--- config.mk ---
export PLATFORM = sky130hd
export DESIGN_NAME = alu_share_ctrl
export DESIGN_NICKNAME = d
export VERILOG_FILES = /design/src/rtl/alu_ctrl_pkg.sv /design/src/rtl/alu_share_ctrl_rr_arbiter.sv /design/src/rtl/alu_share_ctrl.sv
export SDC_FILE = /design/constraint.sdc
export NUM_CORES = 1
export LEC_CHECK = 0
export ABC_AREA = 1
export CORE_MARGIN = 10
export CORE_UTILIZATION = 40
export CTS_BUF_LIST = sky130_fd_sc_hd__clkbuf_8 sky130_fd_sc_hd__clkbuf_16
export DETAILED_ROUTE_END_ITERATION = 16
export PLACE_DENSITY = 0.85
export SLEW_MARGIN = 20
export SYNTH_ARGS = -nofsm -noshare
export SYNTH_HDL_FRONTEND = slang
export SYNTH_SLANG_ARGS = --single-unit
--- constraint.sdc ---
create_clock -name clk -period 2.07 [get_ports clk]
set_input_delay 0.3105 -clock clk [delete_from_list [all_inputs] [get_ports clk]]
set_output_delay 0.3105 -clock clk [all_outputs]
set_load 0.02 [all_outputs]
--- src/rtl/alu_ctrl_pkg.sv ---
// Purpose : shared widths and state encoding for the shared-ALU controller.
// Contents: DATA_W / OPC_W operand and opcode widths, CNT_W latency-counter
//           width (ALU latency up to 7), state_t controller state encoding.
package alu_ctrl_pkg;

  localparam int DATA_W = 8;
  localparam int OPC_W  = 4;
  localparam int CNT_W  = 3;

  typedef enum logic [1:0] {
    IDLE = 2'd0,
    EXEC = 2'd1,
    RESP = 2'd2
  } state_t;

endpackage

--- src/rtl/alu_share_ctrl_rr_arbiter.sv ---
// Purpose : combinational round-robin arbiter. The search starts just above
//           last_grant and wraps to index 0.
// Ports   : req        - request vector
//           last_grant - index granted most recently
//           enable     - when low, no grant is produced
//           grant      - one-hot grant (zero when nothing is granted)
//           grant_idx  - binary index of the grant
//           grant_vld  - a grant was produced
module rr_arbiter #(
  parameter int NUM_REQ = 4,
  parameter int IDX_W   = (NUM_REQ > 1) ? $clog2(NUM_REQ) : 1
) (
  input  logic [NUM_REQ-1:0] req,
  input  logic [IDX_W-1:0]   last_grant,
  input  logic               enable,
  output logic [NUM_REQ-1:0] grant,
  output logic [IDX_W-1:0]   grant_idx,
  output logic               grant_vld
);

  logic             hi_found_s;
  logic             lo_found_s;
  logic [IDX_W-1:0] hi_idx_s;
  logic [IDX_W-1:0] lo_idx_s;

  // Two priority passes: the lowest requester above last_grant wins,
  // otherwise the lowest requester overall (the wrap-around case).
  always_comb begin
    hi_found_s = 1'b0;
    lo_found_s = 1'b0;
    hi_idx_s   = '0;
    lo_idx_s   = '0;
    for (int i = NUM_REQ - 1; i >= 0; i--) begin
      hi_found_s = (req[i] && (IDX_W'(i) > last_grant)) ? 1'b1 : hi_found_s;
      hi_idx_s   = (req[i] && (IDX_W'(i) > last_grant)) ? IDX_W'(i) : hi_idx_s;
      lo_found_s = req[i] ? 1'b1 : lo_found_s;
      lo_idx_s   = req[i] ? IDX_W'(i) : lo_idx_s;
    end
    grant_vld = enable & (hi_found_s | lo_found_s);
    grant_idx = hi_found_s ? hi_idx_s : lo_idx_s;
    grant     = grant_vld ? ({{(NUM_REQ-1){1'b0}}, 1'b1} << grant_idx) : '0;
  end

endmodule

--- src/rtl/alu_share_ctrl.sv ---
// Purpose : shares one ALU between NUM_REQ requesters. Requests are chosen by
//           round-robin in IDLE. The granted operands are held on the ALU inputs
//           for ALU_LATENCY+1 cycles (EXEC). The ALU result is then presented
//           to the winner until it is accepted (RESP).
// Ports   : clk, reset (async, active-low)
//           req_valid/req_ready/req_a/req_b/req_opcode - request side, packed per requester
//           rsp_valid/rsp_ready/rsp_y/rsp_co           - response side, shared data bus
//           busy                                       - controller not in IDLE
//           alu_a_in/alu_b_in/alu_opcode_in, alu_y_out/alu_co_out - ALU port group
module alu_share_ctrl
  import alu_ctrl_pkg::*;
#(
  parameter int NUM_REQ     = 4,
  parameter int ALU_LATENCY = 1
) (
  input  logic                      clk,
  input  logic                      reset,
  input  logic [NUM_REQ-1:0]        req_valid,
  output logic [NUM_REQ-1:0]        req_ready,
  input  logic [NUM_REQ*DATA_W-1:0] req_a,
  input  logic [NUM_REQ*DATA_W-1:0] req_b,
  input  logic [NUM_REQ*OPC_W-1:0]  req_opcode,
  output logic [NUM_REQ-1:0]        rsp_valid,
  input  logic [NUM_REQ-1:0]        rsp_ready,
  output logic [DATA_W-1:0]         rsp_y,
  output logic                      rsp_co,
  output logic                      busy,
  output logic [DATA_W-1:0]         alu_a_in,
  output logic [DATA_W-1:0]         alu_b_in,
  output logic [OPC_W-1:0]          alu_opcode_in,
  input  logic [DATA_W-1:0]         alu_y_out,
  input  logic                      alu_co_out
);

  localparam int               IDX_W    = (NUM_REQ > 1) ? $clog2(NUM_REQ) : 1;
  // Reset value of the pointer makes requester 0 the first one searched.
  localparam logic [IDX_W-1:0] LAST_RST = IDX_W'(NUM_REQ - 1);

  state_t              state_q, state_d;
  logic [IDX_W-1:0]    last_grant_q, last_grant_d;
  logic [IDX_W-1:0]    grant_q, grant_d;
  logic [CNT_W-1:0]    cnt_q, cnt_d;
  logic [DATA_W-1:0]   opa_q, opa_d;
  logic [DATA_W-1:0]   opb_q, opb_d;
  logic [OPC_W-1:0]    opc_q, opc_d;
  logic [DATA_W-1:0]   rsp_y_q, rsp_y_d;
  logic                rsp_co_q, rsp_co_d;
  logic [NUM_REQ-1:0]  rsp_valid_q, rsp_valid_d;

  logic                arb_en_s;
  logic [NUM_REQ-1:0]  arb_grant_s;
  logic [IDX_W-1:0]    arb_idx_s;
  logic                arb_vld_s;
  logic [DATA_W-1:0]   sel_a_s;
  logic [DATA_W-1:0]   sel_b_s;
  logic [OPC_W-1:0]    sel_opc_s;

  // Gating with reset keeps req_ready low while reset is held.
  assign arb_en_s = (state_q == IDLE) & reset;

  rr_arbiter #(
    .NUM_REQ (NUM_REQ),
    .IDX_W   (IDX_W)
  ) u_arb (
    .req        (req_valid),
    .last_grant (last_grant_q),
    .enable     (arb_en_s),
    .grant      (arb_grant_s),
    .grant_idx  (arb_idx_s),
    .grant_vld  (arb_vld_s)
  );

  // Operand mux selecting the granted requester's lane.
  always_comb begin
    sel_a_s   = '0;
    sel_b_s   = '0;
    sel_opc_s = '0;
    for (int i = 0; i < NUM_REQ; i++) begin
      sel_a_s   = (arb_idx_s == IDX_W'(i)) ? req_a[i*DATA_W +: DATA_W]     : sel_a_s;
      sel_b_s   = (arb_idx_s == IDX_W'(i)) ? req_b[i*DATA_W +: DATA_W]     : sel_b_s;
      sel_opc_s = (arb_idx_s == IDX_W'(i)) ? req_opcode[i*OPC_W +: OPC_W]  : sel_opc_s;
    end
  end

  // Next-state and datapath updates for IDLE -> EXEC -> RESP -> IDLE.
  always_comb begin
    state_d      = state_q;
    last_grant_d = last_grant_q;
    grant_d      = grant_q;
    cnt_d        = cnt_q;
    opa_d        = opa_q;
    opb_d        = opb_q;
    opc_d        = opc_q;
    rsp_y_d      = rsp_y_q;
    rsp_co_d     = rsp_co_q;
    rsp_valid_d  = rsp_valid_q;
    case (state_q)
      IDLE: begin
        if (arb_vld_s) begin
          opa_d   = sel_a_s;
          opb_d   = sel_b_s;
          opc_d   = sel_opc_s;
          grant_d = arb_idx_s;
          cnt_d   = CNT_W'(ALU_LATENCY);
          state_d = EXEC;
        end else begin
          state_d = IDLE;
        end
      end
      EXEC: begin
        // The counter reaches zero in the last EXEC cycle. The ALU output is
        // valid on that cycle's closing edge.
        if (cnt_q == '0) begin
          rsp_y_d     = alu_y_out;
          rsp_co_d    = alu_co_out;
          rsp_valid_d = {{(NUM_REQ-1){1'b0}}, 1'b1} << grant_q;
          state_d     = RESP;
        end else begin
          cnt_d = cnt_q - CNT_W'(1);
        end
      end
      RESP: begin
        if (rsp_ready[grant_q]) begin
          rsp_valid_d  = '0;
          last_grant_d = grant_q;
          state_d      = IDLE;
        end else begin
          state_d = RESP;
        end
      end
      default: begin
        rsp_valid_d = '0;
        state_d     = IDLE;
      end
    endcase
  end

  // State and datapath registers; reset discards any transaction in flight.
  always_ff @(posedge clk or negedge reset) begin
    if (!reset) begin
      state_q      <= IDLE;
      last_grant_q <= LAST_RST;
      grant_q      <= '0;
      cnt_q        <= '0;
      opa_q        <= '0;
      opb_q        <= '0;
      opc_q        <= '0;
      rsp_y_q      <= '0;
      rsp_co_q     <= 1'b0;
      rsp_valid_q  <= '0;
    end else begin
      state_q      <= state_d;
      last_grant_q <= last_grant_d;
      grant_q      <= grant_d;
      cnt_q        <= cnt_d;
      opa_q        <= opa_d;
      opb_q        <= opb_d;
      opc_q        <= opc_d;
      rsp_y_q      <= rsp_y_d;
      rsp_co_q     <= rsp_co_d;
      rsp_valid_q  <= rsp_valid_d;
    end
  end

  assign req_ready     = arb_grant_s;
  assign rsp_valid     = rsp_valid_q;
  assign rsp_y         = rsp_y_q;
  assign rsp_co        = rsp_co_q;
  assign busy          = (state_q != IDLE);
  assign alu_a_in      = opa_q;
  assign alu_b_in      = opb_q;
  assign alu_opcode_in = opc_q;

endmodule

# After elaboration in Yosys (flattened, before gate mapping)
# Cells that the tools add are included.
# op_classes
add_sub_neg	1
mul	0
n_div	0
magnitude_cmp	5
n_eq_ne	9
shifts	2
mux	42
bitwise	4
n_reduce_logical	14
# ops
cell	n
8-bit two-way mux	8
4-bit two-way mux	7
2-bit two-way mux	11
4-bit case mux with 3 select lines	1
1-bit two-way mux	10
2-bit != test (second input constant)	4
1-bit by 2-bit << shifter with 4-bit output (first input constant)	2
2-bit equality test (second input constant)	3
3-bit two-way mux	2
2-bit case mux with 3 select lines	1
3-bit case mux with 2 select lines	1
2-bit AND reduction	3
3-bit AND reduction	2
2-bit by 1-bit equality test with 1-bit output (second input constant)	2
1-bit by 2-bit greater-than comparator with 1-bit output (first input constant)	2
2-bit greater-than comparator (first input constant)	2
1-bit logical AND	4
2-bit logical NOT	2
2-bit nonzero test	2
3-bit logical NOT	1
2-bit by 3-bit less-than comparator with 1-bit output (second input constant)	1
3-bit by 1-bit subtractor with 3-bit output (second input constant)	1
1-bit AND	2
1-bit binary-select mux with 2-bit select	1
other kinds (2)	2
# totals
register_bits	42
latch_bits	0
ramBits	0
mem_bits_ro	0
inputBits	99
out_inout_bits	38
word_cells	87
n_memories	0

# Longest topological paths before layout
# Gate-level depths: netlist of run 1.
# logic_depth
depth_word	12
depth_mapped	13
mapped_depth_nobuf	12

# Hierarchy
# Synthesis of run 1 repeated with hierarchy kept, for this count alone.
# unflattened
hier_cells	355
area_unflattened_um2	2481.1
# by_module_without_submodules
mod	instances	cells_each	area_each_um2	seq_area_each_um2
alu_share_ctrl	1	312	2262.2	1053.5
rr_arbiter	1	43	219.0	0.0

# Least setup slack after synthesis of run 1
# Ideal clock, no wire load.
# synth_path
path_kind	register -> output
start	register state_q[1]
end	output req_ready[0]
t_arrival_ns	1.728
required_ns	1.760
setup_slack_ns	0.032
stages_incl_launch_ff	6
n_path_buf	1
path_cell_list	dfrtp_1 -> or2_1 -> nor3_4 -> inv_1 -> buf_2 -> nor3_1
# synth_between
elab_chain_len	4
# synth_lines
element	line	source
from (decl)	alu_share_ctrl.sv:39	state_t state_q, state_d;
from (signal assigned)	alu_share_ctrl.sv:152	state_q <= state_d;
2-bit logical NOT	alu_share_ctrl.sv:59	assign arb_en_s = (state_q == IDLE) & reset;
1-bit AND	alu_share_ctrl.sv:59	
1-bit AND	alu_share_ctrl_rr_arbiter.sv:39	grant_vld = enable & (hi_found_s | lo_found_s);
4-bit two-way mux	alu_share_ctrl_rr_arbiter.sv:41	grant = grant_vld ? ({{(NUM_REQ-1){1'b0}}, 1'b1} << grant_idx) : '0;
to (decl)	alu_share_ctrl.sv:19	output logic [NUM_REQ-1:0] req_ready,
# Every way passes these cells.

# Worst setup path after layout of run 1
# layout_path
start	register last_grant_q[1]
end	output req_ready[3]
# layout_between
elab_chain_len	9
word_cells_on_any_way	21
classes_between	order compare (4); shift (1); mux (10); bitwise (2); reduce/logical (4)
# layout_lines
element	line	source
from (decl)	alu_share_ctrl.sv:40	logic [IDX_W-1:0] last_grant_q, last_grant_d;
from (signal assigned)	alu_share_ctrl.sv:153	last_grant_q <= last_grant_d;
2-bit greater-than comparator	alu_share_ctrl_rr_arbiter.sv:34, alu_share_ctrl_rr_arbiter.sv:35	
1-bit logical AND	alu_share_ctrl_rr_arbiter.sv:34, alu_share_ctrl_rr_arbiter.sv:35	
2-bit two-way mux or 1-bit two-way mux (tied branches) (4 in a row)	alu_share_ctrl_rr_arbiter.sv:35, alu_share_ctrl_rr_arbiter.sv:34	
2-bit two-way mux or 1-bit bitwise OR (tied branches)	alu_share_ctrl_rr_arbiter.sv:40, alu_share_ctrl_rr_arbiter.sv:39	
1-bit by 2-bit << shifter with 4-bit output or 1-bit AND (tied branches)	alu_share_ctrl_rr_arbiter.sv:41, alu_share_ctrl_rr_arbiter.sv:39	
4-bit two-way mux *	alu_share_ctrl_rr_arbiter.sv:41	
# Every way passes the cells marked *; elsewhere a longest branch is shown, timed or not.

==> report_table.html, run 1 <==
<table>
<tr><th>Metric</th><th>Value</th></tr>
<tr><th colspan="2">Run status</th></tr>
<tr><td>Run status</td><td>finished, final reports clean</td></tr>
<tr><th colspan="2">Detailed routing</th></tr>
<tr><td>DRC violations left</td><td>0</td></tr>
<tr><td>Via count</td><td>~3100</td></tr>
<tr><td>Detail-routed net length per standard cell</td><td>about 17 um</td></tr>
<tr><td>DRT iter0 DRCs</td><td>136</td></tr>
<tr><td>Uppermost signal routing layer after detailed routing</td><td>met4</td></tr>
<tr><td>Total length of routed wires</td><td>a little under 10 mm</td></tr>
<tr><td>Vias per Instance</td><td>about 5.2</td></tr>
<tr><td>Met2 wire length</td><td>about 4.7 mm</td></tr>
<tr><td>Router iterations before antenna repair</td><td>4</td></tr>
<tr><td>Length of routed met3 wiring</td><td>1.175 mm</td></tr>
<tr><td>Met1 layer wirelength in the final routing</td><td>3.740 mm</td></tr>
<tr><td>Antenna viol nets, final</td><td>0</td></tr>
<tr><th colspan="2">Yosys</th></tr>
<tr><td>Cell taking the most area after synthesis</td><td>dfrtp_1</td></tr>
<tr><td>Dominant register cell in the synthesized netlist</td><td>dfrtp_1</td></tr>
<tr><td>Per-instance average area after synthesis</td><td>7.205 um2</td></tr>
<tr><td>Part of the Yosys area used for sequential elements</td><td>41.07%</td></tr>
<tr><td>Number of nets in the synthesized netlist</td><td>~460</td></tr>
<tr><td>Post-synth top area share</td><td>between 30% and 40%</td></tr>
<tr><td>Fraction of registers with async set or reset after synthesis</td><td>100.0%</td></tr>
<tr><td>Syn Std Cell Area</td><td>approximately 2600 um2</td></tr>
<tr><td>Count of unique library cells instantiated by Yosys</td><td>30</td></tr>
<tr><td>Largest cells by area after synthesis</td><td>dfrtp_1 (39%), nand2_1 (16%), nand3_1 (8.4%)</td></tr>
<tr><td>Number of warnings issued by yosys</td><td>0</td></tr>
<tr><td>Number of storage elements in the synthesis netlist</td><td>42</td></tr>
<tr><td>Number of enable flip-flop cells after synthesis</td><td>0</td></tr>
<tr><td>Gate count of the mapped netlist</td><td>~360</td></tr>
<tr><th colspan="2">STA</th></tr>
<tr><td>Final sum of negative setup slack</td><td>0 ps</td></tr>
<tr><td>Final Max Slew Viols</td><td>0</td></tr>
<tr><td>Slew HR</td><td>between 60% and 70%</td></tr>
<tr><td>RSZ-0062 raised after global routing</td><td>yes</td></tr>
<tr><td>Final count of negative-setup-slack endpoints</td><td>0</td></tr>
<tr><td>Share of the cycle needed by the critical path after routing</td><td>between 90% and 100%</td></tr>
<tr><td>Achievable clock frequency</td><td>just under 500 MHz</td></tr>
<tr><td>Final critical path time including I/O delays and setup</td><td>between 2000 and 2500 ps</td></tr>
<tr><td>Slew at the pin closest to its max-slew limit</td><td>between 500 and 600 ps</td></tr>
<tr><td>Worst Clk Skew</td><td>2.921 ps</td></tr>
<tr><td>Number of failing hold endpoints at the final stage</td><td>0</td></tr>
<tr><th colspan="2">Die</th></tr>
<tr><td>Area of the core</td><td>6277 um2</td></tr>
<tr><td>Die outline height</td><td>about 100 um</td></tr>
<tr><td>Width of the chip</td><td>roughly 100 um</td></tr>
<tr><td>Starting utilization of the core area</td><td>40.86%</td></tr>
<tr><td>Total I/O pin count</td><td>between 100 and 150</td></tr>
<tr><td>Rows</td><td>29</td></tr>
<tr><td>Die Area</td><td>between 10000 and 15000 um2</td></tr>
<tr><th colspan="2">CTS</th></tr>
<tr><td>Number of buffers created by CTS</td><td>5</td></tr>
<tr><td>CTS root buf</td><td>clkbuf_8</td></tr>
<tr><td>TritonCTS clock tree</td><td>built</td></tr>
<tr><td>Clock transition at path regs</td><td>around 80 ps</td></tr>
<tr><td>Clock Path Buffers</td><td>2</td></tr>
<tr><td>CTS H-Tree Depth</td><td>2</td></tr>
<tr><td>Later-pin clock latency in the skew report</td><td>around 290 ps</td></tr>
<tr><td>Clock net sink count</td><td>42</td></tr>
<tr><th colspan="2">Place</th></tr>
<tr><td>Port Buffers</td><td>between 100 and 150</td></tr>
<tr><td>Total half-perimeter wirelength after legalization and detailed placement</td><td>~7.7 mm</td></tr>
<tr><td>Gp weighted congestion</td><td>0.8649</td></tr>
<tr><th colspan="2">Worst setup path</th></tr>
<tr><td>Cells along the critical path</td><td>nand2_2 &gt; nand2_4 &gt; nand2_2 &gt; nor2_2 &gt; nand2_1 &gt; nand2_4 &gt; nand2_4 &gt; nor2_4 &gt; buf_6</td></tr>
<tr><td>Crit. End Element</td><td>output port</td></tr>
<tr><td>Peak fanout along the critical path</td><td>7</td></tr>
<tr><td>Critical path's largest stage delay</td><td>roughly 570 ps</td></tr>
<tr><td>Kind of critical path</td><td>reg -&gt; out</td></tr>
<tr><td>Critical path startpoint category</td><td>register</td></tr>
<tr><td>Cell seen most often among critical-path stages</td><td>nand2_4</td></tr>
<tr><td>Signal arrival time at the worst endpoint</td><td>between 1500 and 2000 ps</td></tr>
<tr><td>Standard cell with the maximum stage delay on the critical path</td><td>dfstp_2</td></tr>
<tr><td>Worst Path Required</td><td>approximately 1800 ps</td></tr>
<tr><th colspan="2">Global routing</th></tr>
<tr><td>Vias in the first global route</td><td>3118</td></tr>
<tr><td>Initial antenna violation count</td><td>0</td></tr>
<tr><td>Gr ovfl total</td><td>0</td></tr>
<tr><td>Maximum number of pins on one net before global-route repair</td><td>43</td></tr>
<tr><td>Global-route wire length before repair</td><td>around 15 mm</td></tr>
<tr><td>Total GRT Usage</td><td>between 10% and 20%</td></tr>
<tr><th colspan="2">Layout</th></tr>
<tr><td>Sequential cell area</td><td>approximately 1100 um2</td></tr>
<tr><td>Most common library cell in the layout ignoring fill and taps</td><td>clkdlybuf4s50_1</td></tr>
<tr><td>Highest-count cells in the layout ignoring fill and taps</td><td>clkdlybuf4s50_1 (128), nand2_1 (109), nand3_1 (43)</td></tr>
<tr><td>Footprint of the multi-input gates</td><td>between 1000 and 1500 um2</td></tr>
<tr><td>ANT cells</td><td>0</td></tr>
<tr><td>Number of fillers in the final layout</td><td>515</td></tr>
<tr><td>Area Overhead vs Synth</td><td>68.15%</td></tr>
<tr><td>Fraction of layout instances using a drive strength above 1</td><td>between 10% and 20%</td></tr>
<tr><td>Final core occ</td><td>between 60 and 70%</td></tr>
<tr><td>Layout Nets</td><td>just over 600</td></tr>
<tr><th colspan="2">Power</th></tr>
<tr><td>Pwr Density</td><td>roughly 1300 nW/um2</td></tr>
<tr><td>Leakage power figure</td><td>2.033 nW</td></tr>
<tr><td>Worst supply voltage drop on vdd</td><td>0.7678 mV</td></tr>
<tr><th colspan="2">Min path</th></tr>
<tr><td>Hold/Removal Path Class</td><td>in -&gt; async</td></tr>
<tr><th colspan="2">Flow run</th></tr>
<tr><td>Maximum capacitance violations</td><td>0</td></tr>
</table>
==> cell families after synthesis <==
kind of cell	count (synthesis)	synth area share, %
AO/OA/AOI/OAI	31	7.122
adder cells (fa/ha/maj)	2	0.9755
buffers and inverters	51	9.317
flip-flops	42	41.07
AND/OR/NAND/NOR	230	41.51
==> worst paths after layout <==
kind                       slack, ps            start  cells after the start              end
max reg2reg                      160  last_grant_q[1]                     11      alu_a_in[5]
min reg2reg                      480         rsp_y[0]                      2         rsp_y[0]
min                              110            reset                      2      alu_b_in[4]
max in group asynchronous       1590            reset                      2  last_grant_q[1]
max                               50  last_grant_q[1]                      9     req_ready[3]
min in group clk                 480         rsp_y[0]                      2         rsp_y[0]
==> critical path: cells and delay by family, from the launching register on <==
family	cells	cell delay, ps
buffers and inverters	1	130
flip-flops	1	570
AND/OR/NAND/NOR	8	710
==> state kept, by name, summed over array words and instances, names as in the netlist <==
register / count
rsp_valid: 4
alu_opcode_in: 4
alu_b_in: 8
rsp_y: 8
rsp_co: 1
cnt_q: 3
grant_q: 2
state_q: 2
alu_a_in: 8
last_grant_q: 2
==> cells in the mapped netlist, types with 3 or more instances <==
library cell and number:
nand4_1 29, buf_2 8, o21ai_0 14, dfrtp_1 40, nor3_1 3, nand2_2 3
o21ai_1 9, o31ai_1 4, buf_4 6, inv_1 29, nor2_1 30, nand2_1 112
nand3_1 43, inv_2 3
==> per-stage QoR <==
stage | hold slack (ps) | std cells | worst slack, ps | area (um2) | power [mW]
2_1_floorplan | 14.91 | 356 | 31.73 | 2565 | 3.394
3_3_place_gp | 416.2 | 575 | -437.7 | 4099 | 4.779
3_5_place_dp | 443.9 | 575 | -469.9 | 4099 | 4.880
4_1_cts | 121.4 | 587 | 2.862 | 4235 | 5.508
5_1_grt | 158.2 | 591 | -33.22 | 4313 | 6.042
6_report | 111.0 | 591 | 53.02 | 4313 | 5.591
==> layout make-up <==
class	count	area share, %
repair buffers	167	37.42
well taps	77	2.234
inverters	32	2.785
flip-flops and latches	42	24.43
clock inverters	2	0.2031
clock buffers	6	1.915
multi-input cells	265	31.01
==> where the power goes <==
part	switching, mW	internal, mW	leakage [nW]
Clock	0.278	0.264	0.0524
Combinational	2.03	1.57	1.47
Sequential	0.230	1.22	0.512
Total	2.54	3.05	2.03
==> metal layers <==
metal | track usage, % | vias up
met5 | 0 | -
met4 | 3.587 | 0
met3 | 9.753 | 11
met2 | 32.11 | 149
met1 | 20.67 | 1410
li1 | - | 1481
==> what timing repair did <==
item | 4_1_cts | 5_1_grt
pin swaps | 3 | 5
gates resized for setup | 28 | 16
gates cloned | 1 | 1
setup buffers | 3 | 3
hold buffers | 0 | 0
endpoints found under the setup margin | 21 | 24
(Power assumes the default switching activity.)
==> run 2, diff against run 1 <==
- CORE_MARGIN: 10 -> default
- CTS_CLUSTER_DIAMETER: default -> 100
==> report_table.html, run 2 (synthesized netlist as in run 1, its figures left out) <==
<table>
<tr><th>Metric</th><th>Value</th></tr>
<tr><th colspan="2">CTS</th></tr>
<tr><td>Clock transition at path regs</td><td>90 ps (about the same)</td></tr>
<tr><td>Clock Path Buffers</td><td>2 (unchanged)</td></tr>
<tr><td>Post-CTS Hold Fix Bufs</td><td>0 (unchanged)</td></tr>
<tr><td>Later-pin clock latency in the skew report</td><td>300 ps (about the same)</td></tr>
<tr><td>TritonCTS clock tree</td><td>built</td></tr>
<tr><td>CTS root buf</td><td>clkbuf_8</td></tr>
<tr><td>Clock net sink count</td><td>42 (unchanged)</td></tr>
<tr><td>CTS H-Tree Depth</td><td>2 (unchanged)</td></tr>
<tr><td>Number of buffers created by CTS</td><td>5 (unchanged)</td></tr>
<tr><th colspan="2">Worst setup path</th></tr>
<tr><td>Peak fanout along the critical path</td><td>5 (-2)</td></tr>
<tr><td>Worst Path Required</td><td>1760 ps (about the same)</td></tr>
<tr><td>Signal arrival time at the worst endpoint</td><td>1800 ps (+90 ps)</td></tr>
<tr><td>Crit. End Element</td><td>output port</td></tr>
<tr><td>Worst reg2reg setup slack</td><td>20 ps (-140 ps)</td></tr>
<tr><td>Cell depth of the worst flop-to-flop path</td><td>13 (+2)</td></tr>
<tr><td>Kind of critical path</td><td>reg -&gt; out</td></tr>
<tr><td>Critical path startpoint category</td><td>register</td></tr>
<tr><th colspan="2">Place</th></tr>
<tr><td>Post-place setup slack</td><td>-535.1 ps (-65.20 ps)</td></tr>
<tr><td>Port Buffers</td><td>136 (unchanged)</td></tr>
<tr><td>Placement Cell Area</td><td>4124 um2 (+0.61%)</td></tr>
<tr><td>Total half-perimeter wirelength after legalization and detailed placement</td><td>6.645 mm (-13%)</td></tr>
<tr><td>Gp weighted congestion</td><td>0.8756 (+1.2%)</td></tr>
<tr><th colspan="2">Layout</th></tr>
<tr><td>Most common library cell in the layout ignoring fill and taps</td><td>clkdlybuf4s50_1</td></tr>
<tr><td>Post-route cell area</td><td>4444 um2 (+3.0%)</td></tr>
<tr><td>Layout Nets</td><td>623 (+1.5%)</td></tr>
<tr><td>Fraction of layout instances using a drive strength above 1</td><td>16.25% (+1.9 points)</td></tr>
<tr><td>Final core occ</td><td>73.33% (+4.6 points)</td></tr>
<tr><td>Area Overhead vs Synth</td><td>73.27%</td></tr>
<tr><td>ANT cells</td><td>0 (unchanged)</td></tr>
<tr><td>Highest-count cells in the layout ignoring fill and taps</td><td>clkdlybuf4s50_1 (131), nand2_1 (107), nand3_1 (43)</td></tr>
<tr><th colspan="2">Run status</th></tr>
<tr><td>Run status</td><td>complete, but fails checks</td></tr>
<tr><td>Violations in the final reports</td><td>negative setup slack</td></tr>
<tr><th colspan="2">STA</th></tr>
<tr><td>Achievable clock frequency</td><td>474.0 MHz (-4.4%)</td></tr>
<tr><td>Final critical path time including I/O delays and setup</td><td>2110 ps (+92.87 ps)</td></tr>
<tr><td>Number of failing hold endpoints at the final stage</td><td>0 (unchanged)</td></tr>
<tr><td>Final setup margin</td><td>-39.85 ps (-92.87 ps)</td></tr>
<tr><td>RSZ-0062 raised after global routing</td><td>yes</td></tr>
<tr><td>Final Max Slew Viols</td><td>0 (unchanged)</td></tr>
<tr><td>Slew HR</td><td>64.76% (-0.38 points)</td></tr>
<tr><td>Final count of negative-setup-slack endpoints</td><td>3 (+3)</td></tr>
<tr><td>Slew at the pin closest to its max-slew limit</td><td>528.6 ps (+5.669 ps)</td></tr>
<tr><td>Worst Clk Skew</td><td>10.47 ps (+7.550 ps)</td></tr>
<tr><td>Share of the cycle needed by the critical path after routing</td><td>101.9% (+4.5 points)</td></tr>
<tr><th colspan="2">Global routing</th></tr>
<tr><td>Vias in the first global route</td><td>3075 (-1.4%)</td></tr>
<tr><td>Initial antenna violation count</td><td>0 (unchanged)</td></tr>
<tr><td>Gr ovfl total</td><td>0 (unchanged)</td></tr>
<tr><td>Total GRT Usage</td><td>28.50% (+9.6 points)</td></tr>
<tr><td>Maximum number of pins on one net before global-route repair</td><td>43 (unchanged)</td></tr>
<tr><td>Global-route wire length before repair</td><td>14.01 mm (-8.8%)</td></tr>
<tr><th colspan="2">Power</th></tr>
<tr><td>Worst supply voltage drop on vdd</td><td>0.9005 mV (+17%)</td></tr>
<tr><td>Leakage power figure</td><td>2.074 nW (+2.0%)</td></tr>
<tr><td>Total design power</td><td>5.932 mW (+6.1%)</td></tr>
<tr><td>Pwr Density</td><td>1335 nW/um2 (+3.0%)</td></tr>
<tr><th colspan="2">Detailed routing</th></tr>
<tr><td>Total length of routed wires</td><td>9.287 mm (-4.8%)</td></tr>
<tr><td>DRT iter0 DRCs</td><td>196 (+44%)</td></tr>
<tr><td>Via count</td><td>3181 (+4.3%)</td></tr>
<tr><td>Vias per Instance</td><td>5.319 (+3.0%)</td></tr>
<tr><td>Router iterations before antenna repair</td><td>5 (+1)</td></tr>
<tr><td>Antenna viol nets, final</td><td>0 (unchanged)</td></tr>
<tr><td>Detail-routed net length per standard cell</td><td>15.53 um (-5.9%)</td></tr>
<tr><td>DRC violations left</td><td>0 (unchanged)</td></tr>
<tr><th colspan="2">Die</th></tr>
<tr><td>Width of the chip</td><td>82.08 um (-18%)</td></tr>
<tr><td>Starting utilization of the core area</td><td>42.32% (+1.5 points)</td></tr>
<tr><td>Area of the core</td><td>6061 um2 (-3.4%)</td></tr>
<tr><td>Total I/O pin count</td><td>137 (unchanged)</td></tr>
<tr><td>Die Area</td><td>6736 um2 (-33%)</td></tr>
<tr><td>Die outline height</td><td>82.08 um (-18%)</td></tr>
<tr><td>Rows</td><td>28 (-3.4%)</td></tr>
<tr><th colspan="2">Flow run</th></tr>
<tr><td>Maximum capacitance violations</td><td>0 (unchanged)</td></tr>
<tr><th colspan="2">Min path</th></tr>
<tr><td>Hold/Removal Path Class</td><td>in -&gt; async</td></tr>
</table>
run 2: cell types whose count changed in the layout (fill, tap and decap cells not counted), sizes merged:
cell / delta
clkbuf: -1
dlymetal6s2s: -3
clkdlybuf4s50: +3
nor2: -1
buf: +10
bufinv: +1
run 2: worst paths after layout:
check	start	to
max in group asynchronous	reset	last_grant_q[0]
min reg2reg	rsp_y[5]	rsp_y[5]
min in group clk	rsp_y[5]	rsp_y[5]
max	last_grant_q[1]	req_ready[0]
min	reset	alu_b_in[0]
max reg2reg	last_grant_q[1]	alu_b_in[3]
run 2: critical path, stage by stage, from the launching register on:
cell and delay (ps):
dfstp_2 580, inv_2 60, nand2_2 70, nor2_4 50
buf_6 120, a21oi_4 180, buf_12 150, buf_6 100
nor3_2 30, buf_4 160
run 2: report_power, final:
part           switching (mW)  internal [mW]  total (mW)
Combinational            2.10           1.73        3.82
Sequential              0.230           1.22        1.45
Clock                   0.297          0.361       0.659
run 2: layer usage:
layer / wire length (um) / part of all wire, % / global-route usage [%]
met4: 468 / 5.0 / 18.07
met3: 1023 / 11 / 9.111
met2: 4453 / 48 / 49.67
met1: 3342 / 36 / 29.34
met5: 0 / 0 / 0
run 2: cell type report:
type | instances | area [um2]
clock buffer | 5 | 68.82
clock inverter | 3 | 43.79
fill | 461 | 1617
inverter | 32 | 120.1
multi-input combinational | 264 | 1329
sequential | 42 | 1054
tap | 75 | 93.84
timing repair buffer | 177 | 1735
run 2: stage by stage:
stage	hold WS, ps	TNS (ps)	instances
floorplan	14.91	0	356
global placement	420.4	-5067	575
detailed placement	433.2	-6947	575
CTS	101.0	0	594
global route	124.1	-479.4	598
finish	88.91	-62.30	598
run 2: timing repair:
action | CTS | global route
cloned | 1 | 0
endpoints found under the setup margin | 24 | 22
resized for setup | 35 | 7
pin swaps | 5 | 4
setup buffers | 10 | 5
hold endpoints to repair | 0 | 0
==> run 3, diff against run 2 <==
- CORE_UTILIZATION: 40 -> 25
- DONT_BUFFER_PORTS: default -> 1
- PLACE_DENSITY: 0.85 -> 0.41
==> report_table.html, run 3 (synthesized netlist as in run 1, its figures left out) <==
<table>
<tr><th>Metric</th><th>Value</th></tr>
<tr><th colspan="2">Run status</th></tr>
<tr><td>Run status</td><td>finished, final reports clean</td></tr>
<tr><th colspan="2">Detailed routing</th></tr>
<tr><td>Via count</td><td>2420 (-24%)</td></tr>
<tr><td>Vias per Instance</td><td>4.708 (-11%)</td></tr>
<tr><td>Router iterations before antenna repair</td><td>4 (-1)</td></tr>
<tr><td>Antenna viol nets, final</td><td>0 (unchanged)</td></tr>
<tr><td>Detail-routed net length per standard cell</td><td>16.43 um (+5.8%)</td></tr>
<tr><td>DRC violations left</td><td>0 (unchanged)</td></tr>
<tr><td>Total length of routed wires</td><td>8.443 mm (-9.1%)</td></tr>
<tr><td>DRT iter0 DRCs</td><td>61 (-69%)</td></tr>
<tr><th colspan="2">STA</th></tr>
<tr><td>Slew at the pin closest to its max-slew limit</td><td>547.6 ps (+18.93 ps)</td></tr>
<tr><td>Hold slack final</td><td>124.7 ps (+35.81 ps)</td></tr>
<tr><td>Final Max Slew Viols</td><td>0 (unchanged)</td></tr>
<tr><td>Achievable clock frequency</td><td>495.1 MHz (+4.4%)</td></tr>
<tr><td>Final sum of negative setup slack</td><td>0 ps (+62.30 ps)</td></tr>
<tr><td>Slew HR</td><td>63.11% (-1.6 points)</td></tr>
<tr><td>Share of the cycle needed by the critical path after routing</td><td>97.58% (-4.3 points)</td></tr>
<tr><td>Final count of negative-setup-slack endpoints</td><td>0 (-3)</td></tr>
<tr><td>RSZ-0062 raised after global routing</td><td>yes</td></tr>
<tr><td>Number of failing hold endpoints at the final stage</td><td>0 (unchanged)</td></tr>
<tr><td>Worst Clk Skew</td><td>9.570 ps (-0.9007 ps)</td></tr>
<tr><td>Final setup margin</td><td>50.03 ps (+89.88 ps)</td></tr>
<tr><td>Final critical path time including I/O delays and setup</td><td>2020 ps (-89.88 ps)</td></tr>
<tr><th colspan="2">Layout</th></tr>
<tr><td>Highest-count cells in the layout ignoring fill and taps</td><td>nand2_1 (107), nand3_1 (43), dfrtp_1 (40)</td></tr>
<tr><td>Area Overhead vs Synth</td><td>21.37%</td></tr>
<tr><td>Sequential cell area</td><td>1054 um2 (unchanged)</td></tr>
<tr><td>Most common library cell in the layout ignoring fill and taps</td><td>nand2_1</td></tr>
<tr><td>Fraction of layout instances using a drive strength above 1</td><td>18.64% (+2.4 points)</td></tr>
<tr><td>Footprint of the multi-input gates</td><td>1329 um2 (unchanged)</td></tr>
<tr><td>Number of fillers in the final layout</td><td>1063 (+130%)</td></tr>
<tr><td>ANT cells</td><td>0 (unchanged)</td></tr>
<tr><td>Final core occ</td><td>31.56% (-42 points)</td></tr>
<tr><td>Layout Nets</td><td>481 (-23%)</td></tr>
<tr><td>Post-route cell area</td><td>3113 um2 (-30%)</td></tr>
<tr><th colspan="2">Worst setup path</th></tr>
<tr><td>Critical path startpoint category</td><td>register</td></tr>
<tr><td>Kind of critical path</td><td>reg -&gt; out</td></tr>
<tr><td>Worst setup path endpoint</td><td>req_ready[1]</td></tr>
<tr><td>Peak fanout along the critical path</td><td>5 (unchanged)</td></tr>
<tr><td>Worst Path Required</td><td>1760 ps (about the same)</td></tr>
<tr><td>Signal arrival time at the worst endpoint</td><td>1710 ps (-90 ps)</td></tr>
<tr><td>Crit. End Element</td><td>output port</td></tr>
<tr><td>Origin of the worst setup path</td><td>last_grant_q[1]</td></tr>
<tr><td>Cell depth of the worst flop-to-flop path</td><td>11 (-2)</td></tr>
<tr><td>Source of the worst register-to-register timing path</td><td>last_grant_q[1]</td></tr>
<tr><td>Critical register-to-register path endpoint</td><td>alu_b_in[5]</td></tr>
<tr><td>Worst reg2reg setup slack</td><td>160 ps (+140 ps)</td></tr>
<tr><th colspan="2">Die</th></tr>
<tr><td>Die Area</td><td>10670 um2 (+58%)</td></tr>
<tr><td>Width of the chip</td><td>103.3 um (+26%)</td></tr>
<tr><td>Die outline height</td><td>103.3 um (+26%)</td></tr>
<tr><td>Total I/O pin count</td><td>137 (unchanged)</td></tr>
<tr><td>Area of the core</td><td>9864 um2 (+63%)</td></tr>
<tr><td>Rows</td><td>36 (+29%)</td></tr>
<tr><td>Starting utilization of the core area</td><td>26.00% (-16 points)</td></tr>
<tr><th colspan="2">Power</th></tr>
<tr><td>Worst supply voltage drop on vdd</td><td>0.4300 mV (-52%)</td></tr>
<tr><td>Leakage power figure</td><td>1.511 nW (-27%)</td></tr>
<tr><td>Pwr Density</td><td>1578 nW/um2 (+18%)</td></tr>
<tr><th colspan="2">Place</th></tr>
<tr><td>Post-place setup slack</td><td>160.1 ps (+695.3 ps)</td></tr>
<tr><td>Port Buffers</td><td>0 (-100%)</td></tr>
<tr><td>Placement Cell Area</td><td>2773 um2 (-33%)</td></tr>
<tr><td>Gp weighted congestion</td><td>0.7469 (-15%)</td></tr>
<tr><td>Total half-perimeter wirelength after legalization and detailed placement</td><td>6.165 mm (-7.2%)</td></tr>
<tr><th colspan="2">CTS</th></tr>
<tr><td>TritonCTS clock tree</td><td>built</td></tr>
<tr><td>CTS H-Tree Depth</td><td>2 (unchanged)</td></tr>
<tr><td>Clock Path Buffers</td><td>2 (unchanged)</td></tr>
<tr><td>Clock transition at path regs</td><td>90 ps (about the same)</td></tr>
<tr><td>CTS root buf</td><td>clkbuf_8</td></tr>
<tr><td>Clock net sink count</td><td>42 (unchanged)</td></tr>
<tr><td>Later-pin clock latency in the skew report</td><td>300 ps (about the same)</td></tr>
<tr><td>Number of buffers created by CTS</td><td>5 (unchanged)</td></tr>
<tr><th colspan="2">Min path</th></tr>
<tr><td>Worst hold path cell count</td><td>2</td></tr>
<tr><td>Hold/Removal Path Class</td><td>in -&gt; reg</td></tr>
<tr><th colspan="2">Global routing</th></tr>
<tr><td>Global-route wire length before repair</td><td>12.48 mm (-11%)</td></tr>
<tr><td>Vias in the first global route</td><td>2382 (-23%)</td></tr>
<tr><td>Total GRT Usage</td><td>15.89% (-13 points)</td></tr>
<tr><td>Maximum number of pins on one net before global-route repair</td><td>43 (unchanged)</td></tr>
<tr><td>Gr ovfl total</td><td>0 (unchanged)</td></tr>
<tr><td>Initial antenna violation count</td><td>0 (unchanged)</td></tr>
<tr><th colspan="2">Flow run</th></tr>
<tr><td>Maximum capacitance violations</td><td>0 (unchanged)</td></tr>
</table>
## run 3: metrics by stage
stage                     cells  power (mW)
after floorplan             356       3.394
after global placement      488       3.958
after detailed placement    488       3.993
after CTS                   508       4.866
after global routing        514       5.363
final                       514       4.912
## run 3: timing repair
action                                 4_1_cts  5_1_grt
pin swaps                                    4       12
endpoints found under the hold margin       42        0
resized for setup                            6       13
setup buffers                                9        7
setup endpoints to repair                    4       18
gates cloned                                 1        0
hold buffers                                 2        0
## run 3: routing by layer
layer | global-route usage [%] | up-vias | share of wire [%]
li1 | - | 1221 | -
met1 | 18.09 | 1085 | 42
met2 | 27.28 | 103 | 47
met3 | 6.116 | 11 | 9.6
met4 | 5.417 | 0 | 1.7
met5 | 0 | - | 0
## run 3: cell type report
cell class,instances,share of cell area (%)
inverter,32,3.859
clock inverter,3,1.326
tap,133,5.346
clock buffer,5,2.211
multi-input combinational,264,42.68
timing repair buffer,35,10.73
sequential,42,33.84
## run 3: worst min-delay path by stage
stage / slack [ps] / endpoint / start
6_report: 120 / rsp_y[5] / alu_y_out[5]
5_1_grt: 110 / rsp_y[1] / alu_y_out[1]
4_1_cts: 110 / rsp_y[5] / alu_y_out[5]
3_5_place_dp: 20 / alu_b_in[6] / reset
3_3_place_gp: 20 / alu_b_in[6] / reset
2_1_floorplan: 10 / alu_a_in[0] / reset
## run 3: power by group
group,switching [mW],total (mW),internal [mW]
Sequential,0.661,1.88,1.22
Clock,0.311,0.666,0.356
Combinational,1.43,2.37,0.939
Total,2.40,4.91,2.51
## run 3: worst max-delay path: stages, from the launching register on
cell and delay [ps]:
dfstp_2 560, inv_1 80, nand2_2 90, nand2_2 60, nor2_2 120, nand2_2 80
nand2_4 120, nand2_2 70, nor2_2 110, buf_6 120
